===== config.mk =====
export PLATFORM = sky130hd
export DESIGN_NAME = wb_stage_buf_flat
export DESIGN_NICKNAME = d
export VERILOG_FILES = /design/src/rtl/wb_pkg.sv /design/src/rtl/wb_stage_buf_if.sv /design/src/rtl/wb_load_align.sv /design/src/rtl/wb_stage_buf.sv /design/src/flat_wrapper.sv
export SDC_FILE = /design/constraint.sdc
export NUM_CORES = 1
export LEC_CHECK = 0
export CAP_MARGIN = 25
export CORE_UTILIZATION = 46
export CTS_CLUSTER_SIZE = 8
export DETAILED_ROUTE_END_ITERATION = 7
export PLACE_DENSITY = 0.79
export SLEW_MARGIN = 20
export SYNTH_ARGS = -nofsm -noshare
export SYNTH_HDL_FRONTEND = slang
export SYNTH_SLANG_ARGS = --single-unit

===== constraint.sdc =====
create_clock -name clk -period 2.6 [get_ports clk]
set_input_delay 0.39 -clock clk [delete_from_list [all_inputs] [get_ports clk]]
set_output_delay 0.39 -clock clk [all_outputs]
set_load 0.01 [all_outputs]

===== src/rtl/wb_pkg.sv =====
// Shared types for the write-back stage buffer:
// source/load-size encodings, buffer state, entry bundle.
package wb_pkg;

  localparam int WB_DW_MAX = 64;
  localparam int WB_AW_MAX = 8;

  typedef enum logic [1:0] {
    WB_SEL_ALU  = 2'd0,
    WB_SEL_MEM  = 2'd1,
    WB_SEL_LINK = 2'd2,
    WB_SEL_IMM  = 2'd3
  } wb_sel_e;

  typedef enum logic [1:0] {
    LD_B = 2'd0,
    LD_H = 2'd1,
    LD_W = 2'd2,
    LD_D = 2'd3
  } ld_size_e;

  typedef enum logic [1:0] {
    BUF_EMPTY = 2'd0,
    BUF_ONE   = 2'd1,
    BUF_FULL  = 2'd2
  } buf_state_e;

  // Sized for the widest legal configuration;
  // unused upper bits stay zero.
  typedef struct packed {
    logic                 wr_en;
    logic [WB_AW_MAX-1:0] addr;
    logic [WB_DW_MAX-1:0] data;
  } wb_entry_t;

endpackage


===== src/rtl/wb_stage_buf_if.sv =====
// MEM->WB input beat and WB->regfile output handshake.
// slave: buffer side; master: producer/consumer side.
interface wb_stage_buf_if #(
  parameter int DATA_W = 32,
  parameter int ADDR_W = 4,
  localparam int OFF_W = $clog2(DATA_W / 8)
);
  logic              in_valid;
  logic              in_ready;
  logic [DATA_W-1:0] result_alu;
  logic [DATA_W-1:0] result_mem;
  logic [DATA_W-1:0] result_link;
  logic [DATA_W-1:0] result_imm;
  logic [1:0]        sel_wb;
  logic [1:0]        load_size;
  logic              load_signed;
  logic [OFF_W-1:0]  byte_off;
  logic              reg_wr_in;
  logic [ADDR_W-1:0] dir_wb_in;
  logic              out_valid;
  logic              out_ready;
  logic              reg_wr_out;
  logic [ADDR_W-1:0] dir_wb_out;
  logic [DATA_W-1:0] data_out;

  modport slave (
    input  in_valid, result_alu, result_mem,
    input  result_link, result_imm, sel_wb,
    input  load_size, load_signed, byte_off,
    input  reg_wr_in, dir_wb_in, out_ready,
    output in_ready, out_valid, reg_wr_out,
    output dir_wb_out, data_out
  );

  modport master (
    output in_valid, result_alu, result_mem,
    output result_link, result_imm, sel_wb,
    output load_size, load_signed, byte_off,
    output reg_wr_in, dir_wb_in, out_ready,
    input  in_ready, out_valid, reg_wr_out,
    input  dir_wb_out, data_out
  );
endinterface


===== src/rtl/wb_load_align.sv =====
// Load lane extraction + sign/zero extension.
// data_i raw word, size_i/signed_i/off_i select, data_o result.
module wb_load_align
  import wb_pkg::*;
#(
  parameter int DATA_W = 32,
  localparam int OFF_W = $clog2(DATA_W / 8)
) (
  input  logic [DATA_W-1:0] data_i,
  input  logic [1:0]        size_i,
  input  logic              signed_i,
  input  logic [OFF_W-1:0]  off_i,
  output logic [DATA_W-1:0] data_o
);

  // Halves and words are naturally aligned:
  // low offset bits are ignored.
  localparam logic [OFF_W-1:0] MASK_H = ~OFF_W'(1);
  localparam logic [OFF_W-1:0] MASK_W = ~OFF_W'(3);

  logic [DATA_W-1:0] sh_b, sh_h, sh_w;
  logic [7:0]        fb;
  logic [15:0]       fh;
  logic [31:0]       fw;

  assign sh_b = data_i >> {off_i, 3'b000};
  assign sh_h = data_i >> {off_i & MASK_H, 3'b000};
  assign sh_w = data_i >> {off_i & MASK_W, 3'b000};
  assign fb   = sh_b[7:0];
  assign fh   = sh_h[15:0];
  assign fw   = sh_w[31:0];

  always_comb begin
    data_o = data_i;
    unique case (1'b1)
      (size_i == LD_B):
        data_o = signed_i ? DATA_W'($signed(fb))
                          : DATA_W'(fb);
      (size_i == LD_H):
        data_o = signed_i ? DATA_W'($signed(fh))
                          : DATA_W'(fh);
      (size_i == LD_W):
        data_o = signed_i ? DATA_W'($signed(fw))
                          : DATA_W'(fw);
      (size_i == LD_D):
        data_o = data_i;
    endcase
  end

endmodule


===== src/rtl/wb_stage_buf.sv =====
// Write-back stage: source select, 2-entry skid buffer, forwarding query.
// bus: in/out handshake; flush; qry_addr/qry_hit/qry_data; retire_cnt.
module wb_stage_buf
  import wb_pkg::*;
#(
  parameter int DATA_W      = 32,
  parameter int ADDR_W      = 4,
  parameter int CNT_W       = 32,
  parameter bit ZERO_REG_WR = 1'b1
) (
  input  logic              clk,
  input  logic              rst_n,
  wb_stage_buf_if.slave     bus,
  input  logic              flush,
  input  logic [ADDR_W-1:0] qry_addr,
  output logic              qry_hit,
  output logic [DATA_W-1:0] qry_data,
  output logic [CNT_W-1:0]  retire_cnt
);

  buf_state_e        state_q, state_d;
  wb_entry_t         head_q, head_d;
  wb_entry_t         tail_q, tail_d;
  logic [CNT_W-1:0]  cnt_q, cnt_d;
  logic [DATA_W-1:0] mem_val, sel_val;
  wb_entry_t         new_e;
  logic              accept, drain;
  logic              head_hit, tail_hit;

  wb_load_align #(.DATA_W(DATA_W)) u_align (
    .data_i   (bus.result_mem),
    .size_i   (bus.load_size),
    .signed_i (bus.load_signed),
    .off_i    (bus.byte_off),
    .data_o   (mem_val)
  );

  always_comb begin
    sel_val = bus.result_alu;
    unique case (1'b1)
      (bus.sel_wb == WB_SEL_ALU):  sel_val = bus.result_alu;
      (bus.sel_wb == WB_SEL_MEM):  sel_val = mem_val;
      (bus.sel_wb == WB_SEL_LINK): sel_val = bus.result_link;
      (bus.sel_wb == WB_SEL_IMM):  sel_val = bus.result_imm;
    endcase
  end

  // r0 writes are squashed here so every later
  // consumer (regfile, forwarding) sees wr_en=0.
  always_comb begin
    new_e       = '0;
    new_e.wr_en = bus.reg_wr_in &
                  (ZERO_REG_WR || (bus.dir_wb_in != '0));
    new_e.addr  = WB_AW_MAX'(bus.dir_wb_in);
    new_e.data  = WB_DW_MAX'(sel_val);
  end

  assign bus.in_ready   = (state_q != BUF_FULL);
  assign bus.out_valid  = (state_q != BUF_EMPTY);
  assign bus.reg_wr_out = bus.out_valid & head_q.wr_en;
  assign bus.dir_wb_out = head_q.addr[ADDR_W-1:0];
  assign bus.data_out   = head_q.data[DATA_W-1:0];
  assign accept = bus.in_valid & bus.in_ready;
  assign drain  = bus.out_valid & bus.out_ready;
  assign retire_cnt = cnt_q;

  always_comb begin
    state_d = state_q;
    head_d  = head_q;
    tail_d  = tail_q;
    cnt_d   = cnt_q + CNT_W'(drain);
    if (flush) begin
      state_d = BUF_EMPTY;
      head_d  = '0;
      tail_d  = '0;
    end else begin
      case (state_q)
        BUF_EMPTY: begin
          if (accept) begin
            state_d = BUF_ONE;
            head_d  = new_e;
          end
        end
        BUF_ONE: begin
          if (accept && drain) begin
            head_d = new_e;
          end else if (accept) begin
            state_d = BUF_FULL;
            tail_d  = new_e;
          end else if (drain) begin
            state_d = BUF_EMPTY;
            head_d  = '0;
          end
        end
        BUF_FULL: begin
          if (drain) begin
            state_d = BUF_ONE;
            head_d  = tail_q;
            tail_d  = '0;
          end
        end
        default: begin
          state_d = BUF_EMPTY;
          head_d  = '0;
          tail_d  = '0;
        end
      endcase
    end
  end

  always_ff @(posedge clk or negedge rst_n) begin
    if (!rst_n) begin
      state_q <= BUF_EMPTY;
      head_q  <= '0;
      tail_q  <= '0;
      cnt_q   <= '0;
    end else begin
      state_q <= state_d;
      head_q  <= head_d;
      tail_q  <= tail_d;
      cnt_q   <= cnt_d;
    end
  end

  // Tail is always younger than head.
  assign head_hit = (state_q != BUF_EMPTY) && head_q.wr_en &&
                    (head_q.addr == WB_AW_MAX'(qry_addr));
  assign tail_hit = (state_q == BUF_FULL) && tail_q.wr_en &&
                    (tail_q.addr == WB_AW_MAX'(qry_addr));

  always_comb begin
    qry_hit  = head_hit | tail_hit;
    qry_data = '0;
    if (tail_hit)
      qry_data = tail_q.data[DATA_W-1:0];
    else if (head_hit)
      qry_data = head_q.data[DATA_W-1:0];
  end

endmodule

===== src/flat_wrapper.sv =====
// flat-port wrapper written by rule: the top's interface ports become plain ports
module wb_stage_buf_flat import wb_pkg::*;
#(
  parameter int DATA_W      = 32,
  parameter int ADDR_W      = 4,
  parameter int CNT_W       = 32,
  parameter bit ZERO_REG_WR = 1'b1
)
  (clk, rst_n, flush, qry_addr, qry_hit, qry_data, retire_cnt, bus_in_valid, bus_result_alu, bus_result_mem, bus_result_link, bus_result_imm, bus_sel_wb, bus_load_size, bus_load_signed, bus_byte_off, bus_reg_wr_in, bus_dir_wb_in, bus_out_ready, bus_in_ready, bus_out_valid, bus_reg_wr_out, bus_dir_wb_out, bus_data_out);
  wb_stage_buf_if #(.DATA_W(DATA_W), .ADDR_W(ADDR_W)) bus_i ();
  input  logic clk;
  input  logic rst_n;
  input  logic flush;
  input  logic [ADDR_W-1:0] qry_addr;
  output logic qry_hit;
  output logic [DATA_W-1:0] qry_data;
  output logic [CNT_W-1:0] retire_cnt;
  input wire logic [$bits(bus_i.in_valid)-1:0] bus_in_valid;
  input wire logic [$bits(bus_i.result_alu)-1:0] bus_result_alu;
  input wire logic [$bits(bus_i.result_mem)-1:0] bus_result_mem;
  input wire logic [$bits(bus_i.result_link)-1:0] bus_result_link;
  input wire logic [$bits(bus_i.result_imm)-1:0] bus_result_imm;
  input wire logic [$bits(bus_i.sel_wb)-1:0] bus_sel_wb;
  input wire logic [$bits(bus_i.load_size)-1:0] bus_load_size;
  input wire logic [$bits(bus_i.load_signed)-1:0] bus_load_signed;
  input wire logic [$bits(bus_i.byte_off)-1:0] bus_byte_off;
  input wire logic [$bits(bus_i.reg_wr_in)-1:0] bus_reg_wr_in;
  input wire logic [$bits(bus_i.dir_wb_in)-1:0] bus_dir_wb_in;
  input wire logic [$bits(bus_i.out_ready)-1:0] bus_out_ready;
  output wire logic [$bits(bus_i.in_ready)-1:0] bus_in_ready;
  output wire logic [$bits(bus_i.out_valid)-1:0] bus_out_valid;
  output wire logic [$bits(bus_i.reg_wr_out)-1:0] bus_reg_wr_out;
  output wire logic [$bits(bus_i.dir_wb_out)-1:0] bus_dir_wb_out;
  output wire logic [$bits(bus_i.data_out)-1:0] bus_data_out;
  assign bus_i.in_valid = bus_in_valid;
  assign bus_i.result_alu = bus_result_alu;
  assign bus_i.result_mem = bus_result_mem;
  assign bus_i.result_link = bus_result_link;
  assign bus_i.result_imm = bus_result_imm;
  assign bus_i.sel_wb = bus_sel_wb;
  assign bus_i.load_size = bus_load_size;
  assign bus_i.load_signed = bus_load_signed;
  assign bus_i.byte_off = bus_byte_off;
  assign bus_i.reg_wr_in = bus_reg_wr_in;
  assign bus_i.dir_wb_in = bus_dir_wb_in;
  assign bus_i.out_ready = bus_out_ready;
  assign bus_in_ready = bus_i.in_ready;
  assign bus_out_valid = bus_i.out_valid;
  assign bus_reg_wr_out = bus_i.reg_wr_out;
  assign bus_dir_wb_out = bus_i.dir_wb_out;
  assign bus_data_out = bus_i.data_out;
  wb_stage_buf #(.DATA_W(DATA_W), .ADDR_W(ADDR_W), .CNT_W(CNT_W), .ZERO_REG_WR(ZERO_REG_WR)) u_core (.clk(clk), .rst_n(rst_n), .bus(bus_i), .flush(flush), .qry_addr(qry_addr), .qry_hit(qry_hit), .qry_data(qry_data), .retire_cnt(retire_cnt));
endmodule

# --- Word level (Yosys, flattened, before mapping) ---
# Cells that the tools add are included.
word_totals:
  ff_bits: 148
  input_bits: 149
  output_inout_bits: 104
classes:
  addsub: 1
  n_eq_ne: 19
  n_shift: 2
  mux: 23
  bitwise_logic: 4
  reduce_logical: 13
op_table:
  columns: ["operator", "n"]
  rows:
  - ["$mux 73", 8]
  - ["$pmux 73 s3", 2]
  - ["$mux 32", 4]
  - ["$pmux 32 s4", 1]
  - ["$pmux 32 s3", 1]
  - ["$add 32x1->32", 1]
  - ["$shr 32x5->16", 1]
  - ["$shr 32x5->8", 1]
  - ["$eq 8x4->1", 2]
  - ["$mux 2", 6]
  - ["$reduce_and 4->1", 3]
  - ["$eq 2x2->1 const B", 5]
  - ["$ne 3x2->1 const B", 3]
  - ["$ne 4x2->1 const B", 2]
  - ["$eq 2x1->1 const B", 3]
  - ["$logic_not 2->1", 3]
  - ["$pmux 2 s3", 1]
  - ["$logic_and 1x1->1", 5]
  - ["$ne 2x2->1 const B", 2]
  - ["$ne 4x4->1 const B", 1]
  - ["$and 1x1->1", 3]
  - ["$ne 3x3->1 const B", 1]
  - ["$reduce_bool 2->1", 1]
  - ["$reduce_or 2->1", 1]
  - ["$or 1x1->1", 1]

# --- Depth between registers and ports, before layout ---
# Gate-level depths: netlist (run 1).
logic_depth:
  depth_word: 8
  ltp_mapped: 9
  ltp_nobuf: 8

# --- Modules after synthesis ---
# From an unflattened synthesis (run 1), not the netlist that was laid out.
unflattened:
  cells_unflattened: 708
  hier_area_um2: 7139.3
by_module_without_submodules:
  columns: ["mod", "instances", "cells_per_inst", "area_per_inst_um2", "seq_area_each_um2"]
  rows:
  - ["wb_stage_buf", 1, 598, 6471.2, 2702.6]
  - ["wb_load_align", 1, 110, 668.1, 0.0]

# --- Worst setup path before layout (run 1) ---
# No wires, ideal clock.
synth_path:
  kind: "register -> register"
  from: "register u_core.state_q[0]"
  to: "register u_core.cnt_q[26] (netlist: u_core.retire_cnt[26])"
  setup_time_ns: 0.126
  arrival_time_ns: 2.069
  required_ns: 2.474
  path_slack_ns: 0.405
  path_stages_with_launch: 10
  n_path_buf: 1
  period_less_slack_ns: 2.195
  cell_sequence: "dfrtp_1 buf_2 or2_2 and2_1 ha_1 ha_1 nand3_1 nor4_4 nand4_1 xnor2_1"
synth_between:
  elab_chain_len: 3
synth_rtl:
  columns: ["element", "line", "text"]
  rows:
  - ["start, declared", "wb_stage_buf.sv:21", "buf_state_e state_q, state_d;"]
  - ["start signal, assigned", "wb_stage_buf.sv:118", "state_q <= state_d;"]
  - ["$reduce_bool 2->1", "wb_stage_buf.sv:59", "assign bus.out_valid = (state_q != BUF_EMPTY);"]
  - ["named net bus_out_valid", "flat_wrapper.sv:31", "output wire logic [$bits(bus_i.out_valid)-1:0] bus_out_valid;"]
  - ["$and 1x1->1", "wb_stage_buf.sv:64", "assign drain = bus.out_valid & bus.out_ready;"]
  - ["$add 32x1->32", "wb_stage_buf.sv:71", "cnt_d = cnt_q + CNT_W'(drain);"]
  - ["named net u_core.cnt_d[26]", "wb_stage_buf.sv:24", "logic [CNT_W-1:0] cnt_q, cnt_d;"]
  - ["end signal, assigned", "wb_stage_buf.sv:121", "cnt_q <= cnt_d;"]
  - ["end, declared", "wb_stage_buf.sv:24", null]
# The timed path passes the listed nets, and every way through them passes these cells.
# A chain may end at the register's enable or synchronous reset.

# --- Worst setup path after layout (run 1) ---
layout_path:
  from: "input qry_addr[2]"
  to: "output qry_data[3]"
layout_between:
  elab_chain_len: 4
  word_cells_on_any_way: 6
layout_rtl:
  columns: ["element", "line", "text"]
  rows:
  - ["start, declared", "flat_wrapper.sv:14", "input logic [ADDR_W-1:0] qry_addr;"]
  - ["$eq 8x4->1", "wb_stage_buf.sv:127", "(head_q.addr == WB_AW_MAX'(qry_addr));"]
  - ["$logic_and 1x1->1", "wb_stage_buf.sv:126", "assign head_hit = (state_q != BUF_EMPTY) && head_q.wr_en &&"]
  - ["$mux 32", "wb_stage_buf.sv:136", "else if (head_hit)"]
  - ["$mux 32 *", "wb_stage_buf.sv:134", "if (tail_hit)"]
  - ["end, declared", "flat_wrapper.sv:16", "output logic [DATA_W-1:0] qry_data;"]
# Mark *: on every way between the ends. The rest lies on a longest branch, timed or not.

==> impl_metrics.yaml, run 1 <==
power_and_ir_drop:
  power.net_switching_mw: 1.294
  switching_share_pct: 29.89
  peakVddDrop_v: 0.0003320
  cellInternalPower_mw: 3.035
  part_of_the_total_power_dissipated_in_the_clock_network_pct: 29.7
  power_per_cell_area_nw_per_um2: 425.3
  power_frac_seq_pct: 43.7
  leakage_nw: 4.184
  power.share.combinational_pct: 26.5
clocking:
  tritoncts_num_sinks: 108
  worstSkewPairLatency_ns: 0.35
  cts-buffers-inserted: 9
  clk_pin_slew_worst_paths_ns: 0.07
  cts-root-buf: "sky130_fd_sc_hd__clkbuf_16"
  tritoncts_clock_tree: "done"
  maximum_number_of_buffers_from_clock_root_to_sink: 2
  htree_levels: 3
synth:
  ys_dominant_reg_cell: "sky130_fd_sc_hd__dfrtp_1"
  synth_enable_flop_cells: 0
  synth_async_sr_flop_share_pct: 100.0
  synthesized_net_count: 939
  synth.largest_area_cell: "sky130_fd_sc_hd__dfrtp_1"
  ys_ff_latch: 108
  synth.most_common_cell: "sky130_fd_sc_hd__dfrtp_1"
  synth_common_cells: "108 x sky130_fd_sc_hd__dfrtp_1, 73 x sky130_fd_sc_hd__o31ai_1, 63 x sky130_fd_sc_hd__nand3_1"
  yosys_warnings: 0
  netlist_top_cells_area: "sky130_fd_sc_hd__dfrtp_1 37%, sky130_fd_sc_hd__o31ai_1 7.6%, sky130_fd_sc_hd__nand3_1 4.4%, sky130_fd_sc_hd__mux2i_1 4.0%, sky130_fd_sc_hd__buf_4 3.8%"
  synth_cells: 788
  synth_top_area_share_pct: 37.39
  synthesis.area_per_instance_um2: 9.173
  syn-cell-area_um2: 7228
  synth.yosys.seq_area_share_pct: 37.39
  ys_types: 57
place:
  detailedPlace.worstSlack_ns: -0.2244
  globalplace.congestion: 0.9501
  post-place-cells: 1201
  port-buffer-count: 252
  hpwlAfterDp_um: 19420
floorplanning:
  design.die.area_um2: 16220
  num_io_pins: 253
  die_x_um: 127.4
  row_count: 45
  vert_die_dim_um: 127.4
  core_um2: 15260
  floorplan.initialDensity_pct: 47.37
timing:
  whs_ns: 0.04802
  finalHoldViolations: 0
  rsz0062_at_grt: "no"
  final-setup-viol-count: 0
  top_achievable_clock_speed_ghz: 0.3960
  finalWorstPathRequiredPeriod_ns: 2.525
  min_period_over_period_pct: 97.12
  fin_ws_ns: 0.07476
  timing.final.max_slew_violations: 0
  fin_worst_skew_ns: 0.009822
  timing.max_slew.rel_slack_pct: 51.04
  tns_ns: 0
  timing_worst_slew_pin_value_ns: 0.7283
worst_setup_path:
  path_max_fanout: 15
  critical_path.endpoint_type: "output port"
  setup.worst_path.start_class: "input pin"
  worstPathRequired_ns: 2.21
  ff2ff_setup_slack_ns: 0.52
  timing.critical_path.arrival_ns: 2.14
  worst-setup-path-type: "in2out"
final_layout:
  finish.cell_count_without_fillers: 1221
  fillers: 1320
  final_layout_size_suffix_gt1_share_pct: 9.543
  finalNetCount: 1153
  utilization_pct: 66.70
  flow.area_growth_from_synthesis_pct: 40.80
global_routing:
  grt_pass1_wl_um: 37670
  maximum_number_of_pins_on_one_net_before_global_route_repair: 64
  gr-total-overflow: 0
  grt_pass1_vias: 6856
  globalRouteTotalUtil_pct: 30.40
  initial_antenna_violation_count: 4
drt:
  remaining_drc_errors: 0
  drt_wl_total_um: 24660
  ant_nets: 0
  firstDrtPassIters: 5
  avgViaCountPerCell: 5.931
  initialDrtViolationCount: 603
  post_drt_wl_per_cell_um: 20.19
  vias: 7242
hold_path:
  hold_class: "in2async"
status:
  run_status: "finished clean"
job:
  drv.max_cap_violation_count: 0
## power by group through the flow
| stage | clock [mW] | combinational [mW] | sequential [mW] |
|---|---|---|---|
| 2_1_floorplan | 0 | 0.529 | 1.91 |
| 3_5_place_dp | 0 | 1.14 | 1.93 |
| 6_report | 1.29 | 1.15 | 1.89 |
| 4_1_cts | 1.31 | 1.14 | 1.89 |
| 5_1_grt | 1.37 | 1.23 | 1.91 |
| 3_3_place_gp | 0 | 1.13 | 1.92 |
## metal layers
metal,up-vias,global-route usage [%],wire (µm),part of all wire [%]
met1,3455,38.73,10110,41
li1,3385,-,-,-
met4,0,12.32,705,2.9
met5,-,0,0,0
met3,48,6.323,1892,7.7
met2,354,50.40,11950,48
## placed cells by master, fill, tap and decap left out, types with 9 or more instances in the layout
cell	instances
sky130_fd_sc_hd__and2_1	22
sky130_fd_sc_hd__o32ai_1	16
sky130_fd_sc_hd__dlygate4sd2_1	22
sky130_fd_sc_hd__a221oi_1	14
sky130_fd_sc_hd__nand3_1	63
sky130_fd_sc_hd__a2bb2oi_1	17
sky130_fd_sc_hd__o221ai_1	15
sky130_fd_sc_hd__buf_4	49
sky130_fd_sc_hd__a32oi_1	25
sky130_fd_sc_hd__a22o_1	10
sky130_fd_sc_hd__mux2i_1	29
sky130_fd_sc_hd__o31ai_1	73
sky130_fd_sc_hd__o21ai_0	10
sky130_fd_sc_hd__nand2b_1	9
sky130_fd_sc_hd__clkbuf_16	9
sky130_fd_sc_hd__dfrtp_1	108
sky130_fd_sc_hd__nand4_1	12
sky130_fd_sc_hd__inv_1	48
sky130_fd_sc_hd__xor2_1	12
sky130_fd_sc_hd__nor2_1	29
sky130_fd_sc_hd__nand2_1	36
sky130_fd_sc_hd__clkdlybuf4s50_1	218
sky130_fd_sc_hd__a21oi_1	16
sky130_fd_sc_hd__xnor2_1	26
sky130_fd_sc_hd__o2bb2ai_1	21
## through the flow
| step | power, mW | cell area (µm²) |
|---|---|---|
| after floorplan | 2.442 | 7228 |
| after CTS | 4.346 | 10190 |
| after global placement | 3.047 | 9936 |
| final | 4.329 | 10180 |
| after global routing | 4.504 | 10180 |
| after detailed placement | 3.063 | 9936 |
## final cells by class
| class | instances | area, µm² | share of cell area (%) |
|---|---|---|---|
| Antenna cell | 4 | 10.01 | 0.09835 |
| Clock buffer | 9 | 225.2 | 2.213 |
| Clock inverter | 6 | 47.55 | 0.4672 |
| Inverter | 49 | 183.9 | 1.807 |
| Multi-Input combinational cell | 527 | 3800 | 37.34 |
| Sequential cell | 108 | 2703 | 26.56 |
| Tap cell | 211 | 264.0 | 2.594 |
| Timing Repair Buffer | 307 | 2944 | 28.93 |
## registers in the layout, summed over array words and instances (netlist names)
name,cells
u_core.bus.data_out,32
u_core.bus.dir_wb_out,4
u_core.head_q,1
u_core.retire_cnt,32
u_core.state_q,2
u_core.tail_q,37
## logic make-up (layout without fill, tap and decap cells)
logic type	count (synthesis)	in the layout	synth area share [%]
compound gates	249	249	27.54
mux	31	31	4.362
fa+ha+maj	2	2	0.3461
other cells	0	4	0
buf+inv	153	371	10.37
xor+xnor	38	38	4.604
simple gates	207	207	15.39
flops	108	108	37.39
## what timing repair did
| item | in CTS | in global routing |
|---|---|---|
| gates resized for setup | 36 | 21 |
| hold buffers | 0 | 0 |
| buffers inserted | 2 | 0 |
| setup endpoints to repair | 33 | 15 |
| pin swaps | 0 | 1 |
## worst max-delay path, stage by stage
cell,delay [ns]
sky130_fd_sc_hd__clkdlybuf4s50_1,0.47
sky130_fd_sc_hd__xor2_1,0.20
sky130_fd_sc_hd__nor3_2,0.28
sky130_fd_sc_hd__and2_4,0.22
sky130_fd_sc_hd__buf_4,0.20
sky130_fd_sc_hd__o31ai_1,0.09
sky130_fd_sc_hd__dlygate4sd2_1,0.29
## final timing paths
path / endpoint / depth (start not counted) / startpoint
hold reg to reg: u_core.retire_cnt[31]$_DFF_PN0_ / 1 / u_core.retire_cnt[31]$_DFF_PN0_
setup reg to reg: u_core.retire_cnt[28]$_DFF_PN0_ / 9 / u_core.state_q[0]$_DFFE_PN0P_
setup / recovery: qry_data[3] / 7 / qry_addr[2]
hold / removal: u_core.bus.dir_wb_out[3]$_DFFE_PN0P_ / 1 / rst_n
min in group clk: u_core.retire_cnt[31]$_DFF_PN0_ / 1 / u_core.retire_cnt[31]$_DFF_PN0_
max in group asynchronous: u_core.retire_cnt[10]$_DFF_PN0_ / 2 / rst_n
Power figures use the tool's default switching activity.
==> run 2, diff against run 1 <==
--- a/config.mk
+++ b/config.mk
@@ -6,11 +6,12 @@
 export NUM_CORES = 1
 export LEC_CHECK = 0
 export CAP_MARGIN = 25
-export CORE_UTILIZATION = 46
+export CORE_UTILIZATION = 50
 export CTS_CLUSTER_SIZE = 8
 export DETAILED_ROUTE_END_ITERATION = 7
-export PLACE_DENSITY = 0.79
+export PLACE_DENSITY = 0.85
 export SLEW_MARGIN = 20
 export SYNTH_ARGS = -nofsm -noshare
 export SYNTH_HDL_FRONTEND = slang
 export SYNTH_SLANG_ARGS = --single-unit
+export TNS_END_PERCENT = 100
==> constraint.sdc (replaced) <==
create_clock -name clk -period 3.3 [get_ports clk]
set_input_delay 0.495 -clock clk [delete_from_list [all_inputs] [get_ports clk]]
set_output_delay 0.495 -clock clk [all_outputs]
set_load 0.01 [all_outputs]
==> impl_metrics.yaml, run 2 (synthesized netlist as in run 1, its figures left out) <==
place:
  post_detailed_placement_cell_area_um2: 9682
  hpwlAfterDp_um: 19250
  globalplace.congestion: 0.9555
  port-buffer-count: 252
  post-place-cells: 1148
drt:
  vias: 7300
  firstDrtPassIters: 5
  avgViaCountPerCell: 6.271
  ant_nets: 0
  post_drt_wl_per_cell_um: 21.37
  remaining_drc_errors: 0
  initialDrtViolationCount: 715
  drt_wl_total_um: 24880
timing:
  final-setup-viol-count: 0
  timing.max_slew.rel_slack_pct: 43.81
  timing.final.max_slew_violations: 0
  whs_ns: 0.2385
  timing_worst_slew_pin_value_ns: 0.8429
  finalHoldViolations: 0
  tns_ns: 0
  finalWorstPathRequiredPeriod_ns: 3.124
  top_achievable_clock_speed_ghz: 0.3201
  min_period_over_period_pct: 94.66
  fin_worst_skew_ns: 0.008044
  rsz0062_at_grt: "no"
global_routing:
  initial_antenna_violation_count: 0
  globalRouteTotalUtil_pct: 33.96
  maximum_number_of_pins_on_one_net_before_global_route_repair: 65
  gr-total-overflow: 0
  grt_pass1_vias: 7090
  grt_pass1_wl_um: 38270
job:
  drv.max_cap_violation_count: 0
floorplanning:
  core_um2: 13990
  die_x_um: 122.2
  design.die.area_um2: 14940
  num_io_pins: 253
  floorplan.initialDensity_pct: 51.67
  row_count: 43
  vert_die_dim_um: 122.2
worst_setup_path:
  setup.worst_path.start_class: "input pin"
  path_max_fanout: 21
  ff2ff_setup_slack_ns: 0.79
  critical_path.endpoint_type: "output port"
  worst-setup-path-type: "in2out"
  timing.critical_path.arrival_ns: 2.63
  worstPathRequired_ns: 2.80
power_and_ir_drop:
  leakage_nw: 3.970
  cellInternalPower_mw: 2.562
  switching_share_pct: 28.69
  part_of_the_total_power_dissipated_in_the_clock_network_pct: 34.1
  power_frac_seq_pct: 41.7
  peakVddDrop_v: 0.0002570
  power_per_cell_area_nw_per_um2: 358.4
  power.net_switching_mw: 1.031
  power.share.combinational_pct: 24.3
final_layout:
  fin_area_um2: 10020
  layout.cells.most_common_list: "251 x sky130_fd_sc_hd__clkdlybuf4s50_1, 108 x sky130_fd_sc_hd__dfrtp_1, 73 x sky130_fd_sc_hd__o31ai_1"
  mostFrequentLayoutCell: "sky130_fd_sc_hd__clkdlybuf4s50_1"
  flow.area_growth_from_synthesis_pct: 38.67
  finalNetCount: 1130
  largest_register_ff_count: 37
  final_layout_size_suffix_gt1_share_pct: 6.707
  finish.cell_count_without_fillers: 1164
  registers.top_by_ff_count: "u_core.tail_q"
  antennaDiodeCount: 0
clocking:
  clk_pin_slew_worst_paths_ns: 0.07
  postCtsResizedCells: 0
  maximum_number_of_buffers_from_clock_root_to_sink: 2
  worstSkewPairLatency_ns: 0.35
  ctsHoldBuffers: 0
  tritoncts_num_sinks: 108
  cts-buffers-inserted: 9
  htree_levels: 3
  tritoncts_clock_tree: "done"
  cts-root-buf: "sky130_fd_sc_hd__clkbuf_16"
  post_cts_buffers: 0
hold_path:
  hold_class: "in2async"
status:
  run_status: "finished clean"
-- run 2: per-stage QoR --
stage | worst slack (ns) | util [%] | power, mW
6_report | 0.1762 | 71.65 | 3.592
5_1_grt | 0.06807 | 71.65 | 3.732
4_1_cts | 0.1761 | 71.65 | 3.591
3_5_place_dp | 0.1888 | 69.21 | 2.383
3_3_place_gp | 0.2695 | 69.21 | 2.361
2_1_floorplan | 1.050 | - | 1.924
-- run 2: cell type report --
type / instances / area, µm²
well taps: 180 / 225.2
flip-flops and latches: 108 / 2703
inverters: 49 / 183.9
clock inverters: 5 / 88.84
repair buffers: 284 / 2773
multi-input cells: 527 / 3797
fillers: 1093 / 3965
clock buffers: 11 / 252.7
-- run 2: routing by layer --
layer	GRT usage [%]	vias up	routed length (µm)
met3	6.227	77	1975
met2	55.06	428	11890
met5	0	-	0
li1	-	3345	-
met4	16.16	0	1051
met1	43.77	3450	9965
-- run 2: power by group through the flow --
stage / sequential [mW] / combinational [mW] / clock, mW
final: 1.50 / 0.873 / 1.22
after global routing: 1.51 / 0.935 / 1.29
after CTS: 1.50 / 0.865 / 1.23
after detailed placement: 1.52 / 0.862 / 0
after global placement: 1.52 / 0.844 / 0
after floorplan: 1.51 / 0.417 / 0
-- run 2: final timing paths --
path	startpoint	to	depth (start not counted)
max	qry_addr[3]	qry_data[14]	7
max in group asynchronous	rst_n	u_core.tail_q[10]$_DFFE_PN0P_	2
min	rst_n	u_core.retire_cnt[29]$_DFF_PN0_	1
max reg2reg	u_core.state_q[0]$_DFFE_PN0P_	u_core.retire_cnt[30]$_DFF_PN0_	9
min reg2reg	u_core.retire_cnt[31]$_DFF_PN0_	u_core.retire_cnt[31]$_DFF_PN0_	1
min in group clk	u_core.retire_cnt[31]$_DFF_PN0_	u_core.retire_cnt[31]$_DFF_PN0_	1
-- run 2: worst max-delay path, cell delays in order --
cell and delay [ns]:
sky130_fd_sc_hd__clkdlybuf4s50_1 0.46, sky130_fd_sc_hd__xor2_1 0.18, sky130_fd_sc_hd__nor3_1 0.19, sky130_fd_sc_hd__nand3_1 0.16, sky130_fd_sc_hd__buf_4 0.25, sky130_fd_sc_hd__o31ai_1 0.29, sky130_fd_sc_hd__clkdlybuf4s50_1 0.61
